`src/rtl/fetch_ctrl_if.sv`:
```
// Fetch-side bus: instruction memory address/data, decode queue handshake
// and the branch redirect request.
interface fetch_ctrl_if;
    logic [31:0] imem_pc;
    logic [39:0] imem_instr;
    logic        fq_valid;
    logic [39:0] fq_instr;
    logic [31:0] fq_pc;
    logic        fq_ready;
    logic        redirect_valid;
    logic [31:0] redirect_pc;

    modport master (
        output imem_pc,
        input  imem_instr,
        output fq_valid,
        output fq_instr,
        output fq_pc,
        input  fq_ready,
        input  redirect_valid,
        input  redirect_pc
    );

    modport slave (
        input  imem_pc,
        output imem_instr,
        input  fq_valid,
        input  fq_instr,
        input  fq_pc,
        output fq_ready,
        output redirect_valid,
        output redirect_pc
    );
endinterface

```
`src/rtl/fetch_ctrl.sv`:
```
// Fetch sequencer: owns the fetch PC, buffers {pc, instr} in a small FIFO
// for decode, and handles redirect flush, HALT opcode and out-of-range fetch.
//
//   state  | meaning
//   S_RUN  | fetching one instruction per cycle when the queue has space
//   S_HALT | a HALT opcode has been queued; fetch stopped until redirect
//   S_ERR  | fetch PC ran past the end of memory; stopped until redirect
module fetch_ctrl #(
    parameter logic [31:0] RESET_PC    = 32'h0,
    parameter int          INSTR_BYTES = 5,
    parameter int          MEM_BYTES   = 512,
    parameter int          DEPTH       = 2,
    parameter logic [7:0]  HALT_OPCODE = 8'hF4
) (
    input  logic         clk,
    input  logic         rst_n,
    fetch_ctrl_if.master bus,
    output logic         halted,
    output logic         fetch_err,
    output logic [15:0]  fetch_count
);
    localparam int PW = $clog2(DEPTH);
    localparam int CW = PW + 1;

    typedef enum logic [1:0] {S_RUN, S_HALT, S_ERR} state_t;

    state_t          state_q;
    logic [31:0]     fetch_pc_q;
    logic [39:0]     instr_q [DEPTH];
    logic [31:0]     pc_q    [DEPTH];
    logic [PW-1:0]   rd_q;
    logic [PW-1:0]   wr_q;
    logic [CW-1:0]   count_q;
    logic            halted_q;
    logic            err_q;
    logic [15:0]     fcnt_q;

    logic            pop;
    logic            space;
    logic            oob;
    logic            push;
    logic            halt_hit;

    always_comb begin
        pop      = (count_q != '0) && bus.fq_ready && !bus.redirect_valid;
        space    = (count_q < CW'(DEPTH)) || pop;
        // 33-bit compare so a PC near 2^32 can never wrap back into range
        oob      = {1'b0, fetch_pc_q} > 33'(MEM_BYTES - INSTR_BYTES);
        push     = !bus.redirect_valid && (state_q == S_RUN) && !oob && space;
        halt_hit = (bus.imem_instr[7:0] == HALT_OPCODE);
    end

    always_ff @(posedge clk or negedge rst_n) begin
        if (!rst_n) begin
            state_q    <= S_RUN;
            fetch_pc_q <= RESET_PC;
            rd_q       <= '0;
            wr_q       <= '0;
            count_q    <= '0;
            halted_q   <= 1'b0;
            err_q      <= 1'b0;
            fcnt_q     <= '0;
            for (int i = 0; i < DEPTH; i++) begin
                instr_q[i] <= '0;
                pc_q[i]    <= '0;
            end
        end else if (bus.redirect_valid) begin
            state_q    <= S_RUN;
            halted_q   <= 1'b0;
            fetch_pc_q <= bus.redirect_pc;
            rd_q       <= '0;
            wr_q       <= '0;
            count_q    <= '0;
        end else begin
            if (state_q == S_RUN && oob) begin
                state_q  <= S_ERR;
                halted_q <= 1'b1;
                err_q    <= 1'b1;
            end else if (push) begin
                instr_q[wr_q] <= bus.imem_instr;
                pc_q[wr_q]    <= fetch_pc_q;
                wr_q          <= wr_q + PW'(1);
                fetch_pc_q    <= fetch_pc_q + 32'(INSTR_BYTES);
                fcnt_q        <= fcnt_q + 16'd1;
                if (halt_hit) begin
                    state_q  <= S_HALT;
                    halted_q <= 1'b1;
                end
            end
            if (pop) begin
                rd_q <= rd_q + PW'(1);
            end
            count_q <= count_q + CW'(push) - CW'(pop);
        end
    end

    assign bus.imem_pc  = fetch_pc_q;
    assign bus.fq_valid = (count_q != '0);
    assign bus.fq_instr = instr_q[rd_q];
    assign bus.fq_pc    = pc_q[rd_q];
    assign halted       = halted_q;
    assign fetch_err    = err_q;
    assign fetch_count  = fcnt_q;
endmodule

```
`src/flat_wrapper.sv`:
```
// flat-port wrapper written by rule: the top's interface ports become plain ports
module fetch_ctrl_flat 
#(
    parameter logic [31:0] RESET_PC    = 32'h0,
    parameter int          INSTR_BYTES = 5,
    parameter int          MEM_BYTES   = 512,
    parameter int          DEPTH       = 2,
    parameter logic [7:0]  HALT_OPCODE = 8'hF4
)
  (clk, rst_n, halted, fetch_err, fetch_count, bus_imem_pc, bus_imem_instr, bus_fq_valid, bus_fq_instr, bus_fq_pc, bus_fq_ready, bus_redirect_valid, bus_redirect_pc);
  fetch_ctrl_if bus_i ();
  input  logic clk;
  input  logic rst_n;
  output logic halted;
  output logic fetch_err;
  output logic [15:0] fetch_count;
  output wire logic [$bits(bus_i.imem_pc)-1:0] bus_imem_pc;
  input wire logic [$bits(bus_i.imem_instr)-1:0] bus_imem_instr;
  output wire logic [$bits(bus_i.fq_valid)-1:0] bus_fq_valid;
  output wire logic [$bits(bus_i.fq_instr)-1:0] bus_fq_instr;
  output wire logic [$bits(bus_i.fq_pc)-1:0] bus_fq_pc;
  input wire logic [$bits(bus_i.fq_ready)-1:0] bus_fq_ready;
  input wire logic [$bits(bus_i.redirect_valid)-1:0] bus_redirect_valid;
  input wire logic [$bits(bus_i.redirect_pc)-1:0] bus_redirect_pc;
  assign bus_imem_pc = bus_i.imem_pc;
  assign bus_i.imem_instr = bus_imem_instr;
  assign bus_fq_valid = bus_i.fq_valid;
  assign bus_fq_instr = bus_i.fq_instr;
  assign bus_fq_pc = bus_i.fq_pc;
  assign bus_i.fq_ready = bus_fq_ready;
  assign bus_i.redirect_valid = bus_redirect_valid;
  assign bus_i.redirect_pc = bus_redirect_pc;
  fetch_ctrl #(.RESET_PC(RESET_PC), .INSTR_BYTES(INSTR_BYTES), .MEM_BYTES(MEM_BYTES), .DEPTH(DEPTH), .HALT_OPCODE(HALT_OPCODE)) u_core (.clk(clk), .rst_n(rst_n), .bus(bus_i), .halted(halted), .fetch_err(fetch_err), .fetch_count(fetch_count));
endmodule
```
`config.mk`:
```
export PLATFORM = sky130hd
export DESIGN_NAME = fetch_ctrl_flat
export DESIGN_NICKNAME = d
export VERILOG_FILES = /design/src/rtl/fetch_ctrl_if.sv /design/src/rtl/fetch_ctrl.sv /design/src/flat_wrapper.sv
export SDC_FILE = /design/constraint.sdc
export NUM_CORES = 1
export LEC_CHECK = 0
export CAP_MARGIN = 20
export CELL_PAD_IN_SITES_DETAIL_PLACEMENT = 1
export CELL_PAD_IN_SITES_GLOBAL_PLACEMENT = 2
export CORE_MARGIN = 3
export CORE_UTILIZATION = 39
export DETAILED_ROUTE_END_ITERATION = 8
export DONT_BUFFER_PORTS = 1
export MAX_ROUTING_LAYER = met4
export PLACE_DENSITY_LB_ADDON = 0.1
export SETUP_SLACK_MARGIN = 0.15
export SYNTH_ARGS = -nofsm -noshare
export SYNTH_HDL_FRONTEND = slang
export SYNTH_SLANG_ARGS = --single-unit
```
`constraint.sdc`:
```
create_clock -name clk -period 2 [get_ports clk]
set_input_delay 0.4 -clock clk [delete_from_list [all_inputs] [get_ports clk]]
set_output_delay 0.4 -clock clk [all_outputs]
set_load 0.02 [all_outputs]
```
==> parameters.txt, run 1 <==
Parameter                              Value

Status
  Run status ... complete, but fails checks
  Failing checks ... hold timing, setup timing

Synthesis
  Share of flip-flops with an asynchronous set or reset ... between 90% and 100%
  Dominant cells by area after synthesis ... sky130_fd_sc_hd__dfrtp_1 58%, sky130_fd_sc_hd__mux2_2 19%, sky130_fd_sc_hd__mux2_4 8.1%
  Nets in the synthesized netlist ... 690
  Unique masters post-synth ... 40
  Sequential cell area fraction in the yosys report ... about 58%
  Post-Syn Instances ... 610
  Syn_area_per_cell ... 14.3 um2
  Combined area of all synthesized cells ... 8700 um2
  Share of the synthesized area in the top cell type ... 57.5%
  Cell taking the most area after synthesis ... sky130_fd_sc_hd__dfrtp_1
  Total of warnings raised by yosys ... 0
  Number of register bits inferred by synthesis ... 200
  Number of enable-type register cells in the synthesized netlist ... 0
  Primary FF master, synth ... sky130_fd_sc_hd__dfrtp_1

Critical path
  Startpoint Class ... flop
  Crit path largest cell delay ... ~0.54 ns
  Worst Setup End Kind ... flop
  Reg-to-Reg Start ... u_core.bus.imem_pc[27]
  Crit path max fanout ... 32
  Arrival @ worst endpoint ... between 2 and 3 ns
  Required arrival time at the worst endpoint ... ~2.3 ns
  Count of buffer and inverter cells on the critical path ... 1
  Cell-by-cell trace of the critical path ... or4_4 -> nor2_4 -> nand4_4 -> or3_4 -> buf_12 -> mux2_4
  Critical-path top delay cell ... sky130_fd_sc_hd__or4_4
  Critical Path Start ... u_core.bus.imem_pc[27]
  CP delay by family, top ... simple AND/OR/NAND/NOR gates
  Class of the most critical setup path ... reg2reg

Routing
  Vias after detailed routing ... around 5000
  M1 WL ... around 8500 um
  Number of nets still failing antenna checks after routing ... 0
  Detailed Route WL ... roughly 21000 um
  Uppermost layer routed ... met4
  Vias per cell ... ~5.2
  Length of routed met2 wiring ... between 10000 and 15000 um
  Remaining routing DRC violations ... 0
  Average routed wire per standard cell ... about 21 um
  First-pass iteration count of the detailed router ... 4
  Routed met3 length ... between 1500 and 2000 um
  Number of design-rule violations left by the first detailed-router iteration ... about 180

STA
  Highest achievable clock rate ... between 0.4 and 0.5 GHz
  Worst rel slew slack ... a little under 60%
  Unrepaired setup endpoints after global routing ... true
  Clock skew after layout ... roughly 0.012 ns
  Final setup violation count ... 211
  Minimum clock period after layout ... 2.28 ns
  Worst slew pin tran ... ~0.61 ns
  Worst hold-check slack ... -0.339 ns
  Final clock period utilization by the worst path ... 114%
  Final count of pins violating max slew ... 0
  Count of endpoints failing hold in the final timing report ... 200
  Worst-case setup margin in the final layout ... -0.278 ns

Clock network
  Bufs on Longest Clock Path ... 2
  # clock sinks ... 200
  Number of clock buffers inserted by TritonCTS ... 17
  Clk slew on worst S/H paths ... 0.08 ns
  CTS HTree Levels ... 4
  Cell at the root of the clock tree ... sky130_fd_sc_hd__clkbuf_16
  TritonCTS clock tree ... done
  Insertion delay of the later-clocked pin in the worst-skew pair ... 0.43 ns

Pwr
  Switching pwr ... 1.88 mW
  Part of the total power dissipated in the clock network ... between 40% and 50%
  Sequential power share ... a little over half
  Pwr Density ... ~740 nW/um2
  Worst supply voltage drop on vdd ... between 0.0004 and 0.0005 V
  Internal power ... between 6 and 7 mW
  Static leakage ... 5.21 nW
  Portion of total power attributed to combinational logic ... under 10%
  Switching part of the total ... a little under a quarter

Floorplanning
  Horizontal extent of the die ... roughly 160 um
  DIE AREA ... roughly 24000 um2
  Core area ... between 20000 and 25000 um2
  Starting utilization of the core area ... 39.8%
  Overall die height ... approximately 160 um
  Site Rows ... 54
  Number of primary I/O pins ... between 150 and 200

Finish
  Ratio of cells with drive above 1 in the final layout ... between 40% and 50%
  Finished Layout Cells ... 968
  Most common cell after layout, fill and taps aside ... sky130_fd_sc_hd__dfrtp_1
  Area Overhead vs Synth ... 22.2%
  Nets ... between 700 and 800
  Ant. Diodes ... 0
  Final Util ... between 40% and 50%
  Commonest cells after routing, fill and taps aside ... 198 x sky130_fd_sc_hd__dfrtp_1, 114 x sky130_fd_sc_hd__mux2_2, 77 x sky130_fd_sc_hd__mux2_4

GRT
  Number of antenna violations at the first check in global routing ... 0
  Gr ovfl total ... 0
  Number of global-route vias before repair ... around 5700
  Global-route wire length before repair ... ~32000 um
  All-layer global routing usage ... about 18%
  Maximum number of pins on one net before global-route repair ... ~200

Min path
  Hold crit path type ... in2async

Placement
  Inst Count DP ... 911
  Post-detail-place hpwl ... 13100 um
  Last weighted congestion value of the routability-driven placer ... ~0.77
  Count of buffers inserted at the top-level ports ... 0

Flow run
  Max_cap viols ... 0
[per-layer routing]
layer  vias to the layer above  track usage (%)
met2                       137             28.5
met3                        11             5.87
met1                      2594             21.7
li1                       2290                -
met4                         0             4.63
met5                         -                -
[flip-flops by register name, indices dropped and copies added (netlist names)]
register and cells:
u_core.state_q 2, u_core.pc_q 64, u_core.fetch_count 16, u_core.fetch_err 1, u_core.count_q 2, u_core.bus.imem_pc 32, u_core.halted 1, u_core.instr_q 80
u_core.rd_q 1, u_core.wr_q 1
[cell families after synthesis]
kind of cell | Yosys count | synth area share [%]
adders and majority gates | 4 | 0.575
and+or+nand+nor | 126 | 8.63
xor gates and xnor gates | 20 | 2.01
DFF | 200 | 57.5
muxes | 194 | 27.1
buffers and inverters | 40 | 2.34
AOI/OAI and AO/OA | 26 | 1.83
[through the flow]
stage	TNS, ns	worst slack (ns)	hold WS, ns	instance area, um2	total power [mW]
6_report	-28.19	-0.278	-0.339	10600	7.91
4_1_cts	-33.16	-0.308	-0.364	10400	8.03
2_1_floorplan	-20.81	-0.280	0.104	8750	4.45
3_5_place_dp	-26.10	-0.280	0.110	9400	4.62
5_1_grt	-44.49	-0.341	-0.377	10600	8.25
3_3_place_gp	-21.48	-0.240	0.110	9400	4.60
[worst paths after layout]
kind                                      end  slack (ns)  cells past startpoint
max in group asynchronous     u_core.pc_q[30]        2.09                      0
hold / removal             u_core.instr_q[28]       -0.34                      0
hold reg to reg               u_core.pc_q[63]        0.48                      1
min in group clk            u_core.state_q[0]        0.04                      1
setup reg to reg           u_core.instr_q[66]       -0.28                      6
setup / recovery           u_core.instr_q[66]       -0.28                      6
[power by group through the flow]
stage,Clock [mW],Combinational [mW],Sequential (mW)
final,3.36,0.391,4.15
after global placement,0,0.377,4.23
after global routing,3.67,0.424,4.16
after CTS,3.49,0.387,4.15
after detailed placement,0,0.386,4.23
after floorplan,0,0.127,4.33
[synthesized netlist by cell type, types with 6 or more instances]
master and count:
sky130_fd_sc_hd__or4_1 6, sky130_fd_sc_hd__mux2_2 143, sky130_fd_sc_hd__nand2_1 9, sky130_fd_sc_hd__mux2_4 47
sky130_fd_sc_hd__inv_1 7, sky130_fd_sc_hd__nand4_1 9, sky130_fd_sc_hd__buf_6 6, sky130_fd_sc_hd__clkbuf_1 18
sky130_fd_sc_hd__and2_1 47, sky130_fd_sc_hd__a21oi_1 7, sky130_fd_sc_hd__nand3_1 12, sky130_fd_sc_hd__dfrtp_1 200
sky130_fd_sc_hd__xnor2_1 17, sky130_fd_sc_hd__a31oi_1 6, sky130_fd_sc_hd__buf_2 7, sky130_fd_sc_hd__nor2_1 15
[what timing repair did]
action,4_1_cts,5_1_grt
gates cloned,9,1
buffers inserted,8,8
setup endpoints to repair,246,248
pin swaps,0,10
endpoints found under the hold margin,200,200
resized for setup,35,30
[layout make-up]
class / count / area, um2
sequential: 200 / 5010
clock inverter: 14 / 143
timing repair buffer: 80 / 986
multi-input combinational: 370 / 3690
fill: 2129 / 11300
tap: 280 / 350
clock buffer: 17 / 425
inverter: 7 / 26.3
Note: power is estimated with default switching activity, not from simulation.
==> run 2: changes to the inputs <==
--- a/config.mk
+++ b/config.mk
@@ -5,13 +5,15 @@
 export SDC_FILE = /design/constraint.sdc
 export NUM_CORES = 1
 export LEC_CHECK = 0
+export ABC_AREA = 1
 export CAP_MARGIN = 20
 export CELL_PAD_IN_SITES_DETAIL_PLACEMENT = 1
 export CELL_PAD_IN_SITES_GLOBAL_PLACEMENT = 2
 export CORE_MARGIN = 3
-export CORE_UTILIZATION = 39
+export CORE_UTILIZATION = 30
 export DETAILED_ROUTE_END_ITERATION = 8
 export DONT_BUFFER_PORTS = 1
+export HOLD_SLACK_MARGIN = 0.12
 export MAX_ROUTING_LAYER = met4
 export PLACE_DENSITY_LB_ADDON = 0.1
 export SETUP_SLACK_MARGIN = 0.15
==> parameters.txt, run 2 <==
Parameter                              Value

Floorplanning
  Number of primary I/O pins ... 199 (unchanged)
  Horizontal extent of the die ... 179 um (+15%)
  Core area ... 29100 um2 (+33%)
  DIE AREA ... 32000 um2 (+32%)
  Overall die height ... 179 um (+15%)
  Site Rows ... 62 (+15%)
  Starting utilization of the core area ... 30.8% (-9.0 points)

STA
  Clock skew after layout ... 0.0166 ns (+0.00477 ns)
  Final clock period utilization by the worst path ... 100% (-14 points)
  Count of endpoints failing hold in the final timing report ... 200 (unchanged)
  Minimum clock period after layout ... 2.00 ns (-0.277 ns)
  Worst hold-check slack ... -0.351 ns (-0.0124 ns)
  Unrepaired setup endpoints after global routing ... true
  Highest achievable clock rate ... 0.500 GHz (+14%)
  Worst slew pin tran ... 0.392 ns (-0.217 ns)
  Final setup violation count ... 1 (-99.5%)
  Final count of pins violating max slew ... 0 (unchanged)
  Worst-case setup margin in the final layout ... -0.000690 ns (+0.277 ns)
  Worst rel slew slack ... 73.9% (+15 points)

Clock network
  TritonCTS clock tree ... done
  Quantity of hold-fixing buffers added after cts ... 69
  Cell at the root of the clock tree ... sky130_fd_sc_hd__clkbuf_16
  Bufs on Longest Clock Path ... 2 (unchanged)
  Number of clock buffers inserted by TritonCTS ... 17 (unchanged)
  # clock sinks ... 200 (unchanged)
  Insertion delay of the later-clocked pin in the worst-skew pair ... 0.44 ns (about the same)
  CTS HTree Levels ... 4 (unchanged)
  Clk slew on worst S/H paths ... 0.08 ns (about the same)

Critical path
  Startpoint Class ... flop
  Worst Setup End Kind ... primary output
  Number of cell instances on the worst register-to-register path ... 13 (+7)
  Crit path max fanout ... 19 (-41%)
  Class of the most critical setup path ... reg2out
  Required arrival time at the worst endpoint ... 1.60 ns (-0.70 ns)
  Arrival @ worst endpoint ... 1.60 ns (-0.98 ns)

Synthesis
  Number of enable-type register cells in the synthesized netlist ... 0 (unchanged)
  Sequential cell area fraction in the yosys report ... 55.9% (-1.6 points)
  Syn_area_per_cell ... 7.96 um2 (-44%)
  Share of flip-flops with an asynchronous set or reset ... 100% (unchanged)
  Total of warnings raised by yosys ... 0 (unchanged)
  Number of register bits inferred by synthesis ... 200 (unchanged)
  Unique masters post-synth ... 27 (-33%)
  Primary FF master, synth ... sky130_fd_sc_hd__dfrtp_1
  Share of the synthesized area in the top cell type ... 55.9% (-1.6 points)
  Dominant cells by area after synthesis ... sky130_fd_sc_hd__dfrtp_1 56%, sky130_fd_sc_hd__nand2_1 20%, sky130_fd_sc_hd__o21ai_0 6.1%
  Combined area of all synthesized cells ... 8960 um2 (+2.9%)
  Cell taking the most area after synthesis ... sky130_fd_sc_hd__dfrtp_1
  Leading cell type by number of instances after synthesis ... sky130_fd_sc_hd__nand2_1
  Post-Syn Instances ... 1125 (+84%)
  Commonest cells post-synth ... 481 x sky130_fd_sc_hd__nand2_1, 200 x sky130_fd_sc_hd__dfrtp_1, 145 x sky130_fd_sc_hd__inv_1, 109 x sky130_fd_sc_hd__o21ai_0, 36 x sky130_fd_sc_hd__nand3_1
  Nets in the synthesized netlist ... 1205 (+75%)

Routing
  Vias per cell ... 4.62 (-11%)
  Number of design-rule violations left by the first detailed-router iteration ... 349 (+98%)
  Detailed Route WL ... 33000 um (+61%)
  Remaining routing DRC violations ... 0 (unchanged)
  Average routed wire per standard cell ... 19.0 um (-10%)
  First-pass iteration count of the detailed router ... 6 (+2)
  Vias after detailed routing ... 8015 (+59%)
  Number of nets still failing antenna checks after routing ... 0 (unchanged)

Finish
  Max reg flops ... 80 (unchanged)
  Most common cell after layout, fill and taps aside ... sky130_fd_sc_hd__nand2_1
  Ant. Diodes ... 0 (unchanged)
  Ratio of cells with drive above 1 in the final layout ... 34.7% (-12 points)
  Nets ... 1419 (+88%)
  Register containing the most flip-flops in the final layout ... u_core.instr_q
  Fillcell total ... 3290 (+55%)
  Commonest cells after routing, fill and taps aside ... 329 x sky130_fd_sc_hd__nand2_1, 198 x sky130_fd_sc_hd__dfrtp_1, 134 x sky130_fd_sc_hd__inv_1
  Post-route cell area ... 14000 um2 (+31%)
  Area Overhead vs Synth ... 55.8%

Placement
  Last weighted congestion value of the routability-driven placer ... 0.741 (-3.7%)
  Post-detail-place hpwl ... 16500 um (+26%)
  Count of buffers inserted at the top-level ports ... 0 (unchanged)
  Placed Area ... 10100 um2 (+7.4%)

Pwr
  Final Total Pwr ... 8.21 mW (+3.9%)
  Worst supply voltage drop on vdd ... 0.000482 V (+14%)
  Static leakage ... 7.06 nW (+36%)
  Pwr Density ... 589 nW/um2 (-21%)

GRT
  All-layer global routing usage ... 17.2% (-0.53 points)
  Number of global-route vias before repair ... 8008 (+41%)
  Maximum number of pins on one net before global-route repair ... 201 (unchanged)
  Number of antenna violations at the first check in global routing ... 0 (unchanged)
  Global-route wire length before repair ... 42500 um (+31%)
  Gr ovfl total ... 0 (unchanged)

Flow run
  Max_cap viols ... 0 (unchanged)

Min path
  Hold crit path type ... in2async

Status
  Failing checks ... hold timing, setup timing
  Run status ... complete, but fails checks
run 2: changes by cell type after synthesis, sizes merged, moves of 6 or more:
cell	delta
and2	-47
a31oi	-6
o21ai	+124
buf	+15
mux2	-193
inv	+142
nand4	-6
xnor2	-11
xor2	+10
or4	-7
nor2	+20
nand3	+25
nand2	+473
run 2: layout make-up:
type | instances | area, um2 | area share, %
clock buffer | 18 | 429 | 3.08
clock inverter | 14 | 133 | 0.951
inverter | 149 | 598 | 4.29
multi-input combinational | 723 | 4230 | 30.3
sequential | 200 | 5010 | 35.9
tap | 384 | 480 | 3.44
timing repair buffer | 245 | 3030 | 21.7
timing repair inverter | 3 | 40.0 | 0.287
run 2: path summary, 6_finish.rpt:
path | endpoint | slack, ns | startpoint
max | bus_fq_instr[34] | -0.0007 | u_core.rd_q
min | u_core.instr_q[17] | -0.35 | rst_n
max reg2reg | u_core.instr_q[72] | 0.05 | u_core.bus.imem_pc[21]
min reg2reg | u_core.pc_q[29] | 0.47 | u_core.pc_q[29]
max in group asynchronous | u_core.rd_q | 1.97 | rst_n
min in group clk | u_core.bus.imem_pc[2] | 0.17 | bus_redirect_valid
run 2: worst max-delay path, stage by stage, from the launching register on:
cell and delay, ns:
sky130_fd_sc_hd__dfrtp_4 0.51, sky130_fd_sc_hd__buf_8 0.16, sky130_fd_sc_hd__buf_12 0.16, sky130_fd_sc_hd__o21ai_4 0.17
sky130_fd_sc_hd__buf_6 0.14
run 2: what timing repair did:
| item | CTS | global route |
|---|---|---|
| setup endpoints to repair | 213 | 229 |
| pin swaps | 2 | 32 |
| resized for setup | 150 | 351 |
| cloned | 0 | 41 |
| buffers inserted | 1 | 31 |
| endpoints found under the hold margin | 311 | 200 |
run 2: layer usage:
metal	track usage (%)	share of wire (%)	up-vias
li1	-	-	3862
met1	21.6	45	3983
met2	28.2	50	153
met3	4.72	4.6	17
met4	3.21	0.84	0
met5	-	0	-
run 2: power breakdown:
group	leakage [nW]	internal (mW)	switching [mW]	total [mW]
clock	0.280	1.66	1.78	3.44
combinational	4.36	0.273	0.339	0.613
sequential	2.42	4.11	0.0492	4.16
total	7.06	6.04	2.17	8.21
run 2: cell families after synthesis:
kind of cell,synth area share (%)
buffers and inverters,9.23
flip-flops,55.9
AO/OA/AOI/OAI,7.60
adder cells (fa/ha/maj),0.559
XOR/XNOR,1.86
AND/OR/NAND/NOR,24.9
run 2: metrics by stage:
step | setup TNS [ns] | util, % | setup WS [ns] | cells
after floorplan | 0 | - | 0.160 | 1125
after CTS | -0.00238 | 40.4 | -0.00238 | 1664
after global routing | -3.22 | 48.0 | -0.0981 | 1736
after detailed placement | 0 | 34.7 | 0.0677 | 1562
final | -0.000690 | 48.0 | -0.000690 | 1736
after global placement | 0 | 34.7 | 0.112 | 1562
==> run 3: changes to the inputs <==
--- a/config.mk
+++ b/config.mk
@@ -17,6 +17,7 @@
 export MAX_ROUTING_LAYER = met4
 export PLACE_DENSITY_LB_ADDON = 0.1
 export SETUP_SLACK_MARGIN = 0.15
+export SKIP_CTS_REPAIR_TIMING = 1
 export SYNTH_ARGS = -nofsm -noshare
 export SYNTH_HDL_FRONTEND = slang
 export SYNTH_SLANG_ARGS = --single-unit
==> parameters.txt, run 3 (synthesis results as in run 2) <==
Parameter                              Value

Floorplanning
  Site Rows ... 62 (unchanged)
  Core area ... 29100 um2 (unchanged)
  Overall die height ... 179 um (unchanged)
  Horizontal extent of the die ... 179 um (unchanged)
  DIE AREA ... 32000 um2 (unchanged)
  Starting utilization of the core area ... 30.8% (unchanged)
  Number of primary I/O pins ... 199 (unchanged)

STA
  Worst hold-check slack ... -0.348 ns (+0.00331 ns)
  Count of endpoints failing hold in the final timing report ... 200 (unchanged)
  Clock skew after layout ... 0.0184 ns (+0.00183 ns)
  Minimum clock period after layout ... 2.00 ns (+0.00335 ns)
  Highest achievable clock rate ... 0.499 GHz (-0.17%)
  Worst slew pin tran ... 0.753 ns (+0.361 ns)
  Final count of pins violating max slew ... 0 (unchanged)
  Final setup violation count ... 1 (unchanged)
  Worst-case setup margin in the final layout ... -0.00404 ns (-0.00335 ns)
  Unrepaired setup endpoints after global routing ... true
  Worst rel slew slack ... 49.8% (-24 points)
  Sum Neg Setup Slack ... -0.00404 ns (-0.00335 ns)
  Final clock period utilization by the worst path ... 100% (+0.17 points)

Critical path
  Critical Path Start ... u_core.rd_q
  Arrival @ worst endpoint ... 1.60 ns (about the same)
  Register-to-Register Setup Slack ... 0.14 ns (+0.09 ns)
  Startpoint Class ... flop
  Class of the most critical setup path ... reg2out
  Number of cell instances on the worst register-to-register path ... 13 (unchanged)
  Crit path max fanout ... 38 (+19)
  Worst Setup End Kind ... primary output
  Required arrival time at the worst endpoint ... 1.60 ns (about the same)
  Setup crit end ... bus_fq_instr[20]
  Endpoint of the most critical register-to-register path ... u_core.instr_q[9]
  Reg-to-Reg Start ... u_core.bus.imem_pc[22]

Routing
  Vias after detailed routing ... 7776 (-3.0%)
  First-pass iteration count of the detailed router ... 4 (-2)
  Remaining routing DRC violations ... 0 (unchanged)
  Number of design-rule violations left by the first detailed-router iteration ... 330 (-5.4%)
  Detailed Route WL ... 29600 um (-10%)
  Number of nets still failing antenna checks after routing ... 0 (unchanged)
  Vias per cell ... 4.56 (-1.2%)
  Average routed wire per standard cell ... 17.4 um (-8.8%)

Clock network
  Bufs on Longest Clock Path ... 2 (unchanged)
  Insertion delay of the later-clocked pin in the worst-skew pair ... 0.44 ns (about the same)
  Cell at the root of the clock tree ... sky130_fd_sc_hd__clkbuf_16
  # clock sinks ... 200 (unchanged)
  CTS HTree Levels ... 4 (unchanged)
  Clk slew on worst S/H paths ... 0.08 ns (about the same)
  TritonCTS clock tree ... done
  Number of clock buffers inserted by TritonCTS ... 17 (unchanged)

Finish
  Area Overhead vs Synth ... 41.4%
  Nets ... 1388 (-2.2%)
  Commonest cells after routing, fill and taps aside ... 380 x sky130_fd_sc_hd__nand2_1, 198 x sky130_fd_sc_hd__dfrtp_1, 138 x sky130_fd_sc_hd__inv_1
  Ratio of cells with drive above 1 in the final layout ... 24.6% (-10 points)
  Max reg flops ... 80 (unchanged)
  Register containing the most flip-flops in the final layout ... u_core.instr_q
  Ant. Diodes ... 0 (unchanged)
  Most common cell after layout, fill and taps aside ... sky130_fd_sc_hd__nand2_1
  Final Util ... 43.5% (-4.4 points)
  Fillcell total ... 3410 (+3.6%)

Placement
  Count of buffers inserted at the top-level ports ... 0 (unchanged)
  Last weighted congestion value of the routability-driven placer ... 0.741 (unchanged)
  Worst slack after detailed placement ... 0.0677 ns (unchanged)
  Post-detail-place hpwl ... 16500 um (unchanged)

GRT
  Global-route wire length before repair ... 40400 um (-4.9%)
  Number of antenna violations at the first check in global routing ... 0 (unchanged)
  All-layer global routing usage ... 16.4% (-0.77 points)
  Number of global-route vias before repair ... 7512 (-6.2%)
  Gr ovfl total ... 0 (unchanged)
  Maximum number of pins on one net before global-route repair ... 201 (unchanged)

Pwr
  Worst supply voltage drop on vdd ... 0.000473 V (-1.8%)
  Static leakage ... 6.51 nW (-7.9%)
  Pwr Density ... 644 nW/um2 (+9.5%)

Status
  Failing checks ... hold timing, setup timing
  Run status ... complete, but fails checks

Flow run
  Max_cap viols ... 0 (unchanged)

Min path
  Hold crit path type ... in2async
[run 3: metrics by stage]
step	instances	cell area (um2)	total power [mW]
after floorplan	1125	8960	4.49
after global placement	1562	10100	4.65
after detailed placement	1562	10100	4.66
after CTS	1594	10700	8.14
after global routing	1705	12700	8.56
final	1705	12700	8.16
[run 3: critical path, cell delays in order, from the launching register on]
cell and delay [ns]:
sky130_fd_sc_hd__dfrtp_4 0.56, sky130_fd_sc_hd__buf_12 0.20, sky130_fd_sc_hd__o21ai_1 0.21, sky130_fd_sc_hd__buf_4 0.17
[run 3: metal layers]
layer | up-vias | share of wire [%] | global-route usage [%]
li1 | 3788 | - | -
met1 | 3836 | 45 | 20.8
met2 | 139 | 49 | 26.0
met3 | 13 | 5.2 | 5.40
met4 | 0 | 0.71 | 3.21
met5 | - | 0 | -
[run 3: worst min path at each step]
stage	from	endpoint	slack, ns
3_5_place_dp	rst_n	u_core.instr_q[17]	0.11
3_3_place_gp	rst_n	u_core.instr_q[17]	0.11
6_report	rst_n	u_core.instr_q[17]	-0.35
5_1_grt	rst_n	u_core.instr_q[17]	-0.38
4_1_cts	rst_n	u_core.instr_q[17]	-0.37
2_1_floorplan	rst_n	u_core.bus.imem_pc[0]	0.10
[run 3: power breakdown]
group          switching [mW]  internal (mW)  total (mW)  leakage, nW
Combinational           0.324          0.266       0.591         3.80
Clock                    1.76           1.66        3.42        0.280
Sequential             0.0488           4.11        4.16         2.42
Total                    2.13           6.03        8.16         6.51
[run 3: cell type report]
class | count | area, um2 | area share, %
sequential | 200 | 5010 | 39.5
multi-input combinational | 723 | 3670 | 28.9
timing repair buffer | 216 | 2360 | 18.6
inverter | 149 | 584 | 4.61
tap | 384 | 480 | 3.79
clock buffer | 18 | 429 | 3.39
clock inverter | 14 | 133 | 1.05
timing repair inverter | 1 | 6.26 | 0.0494
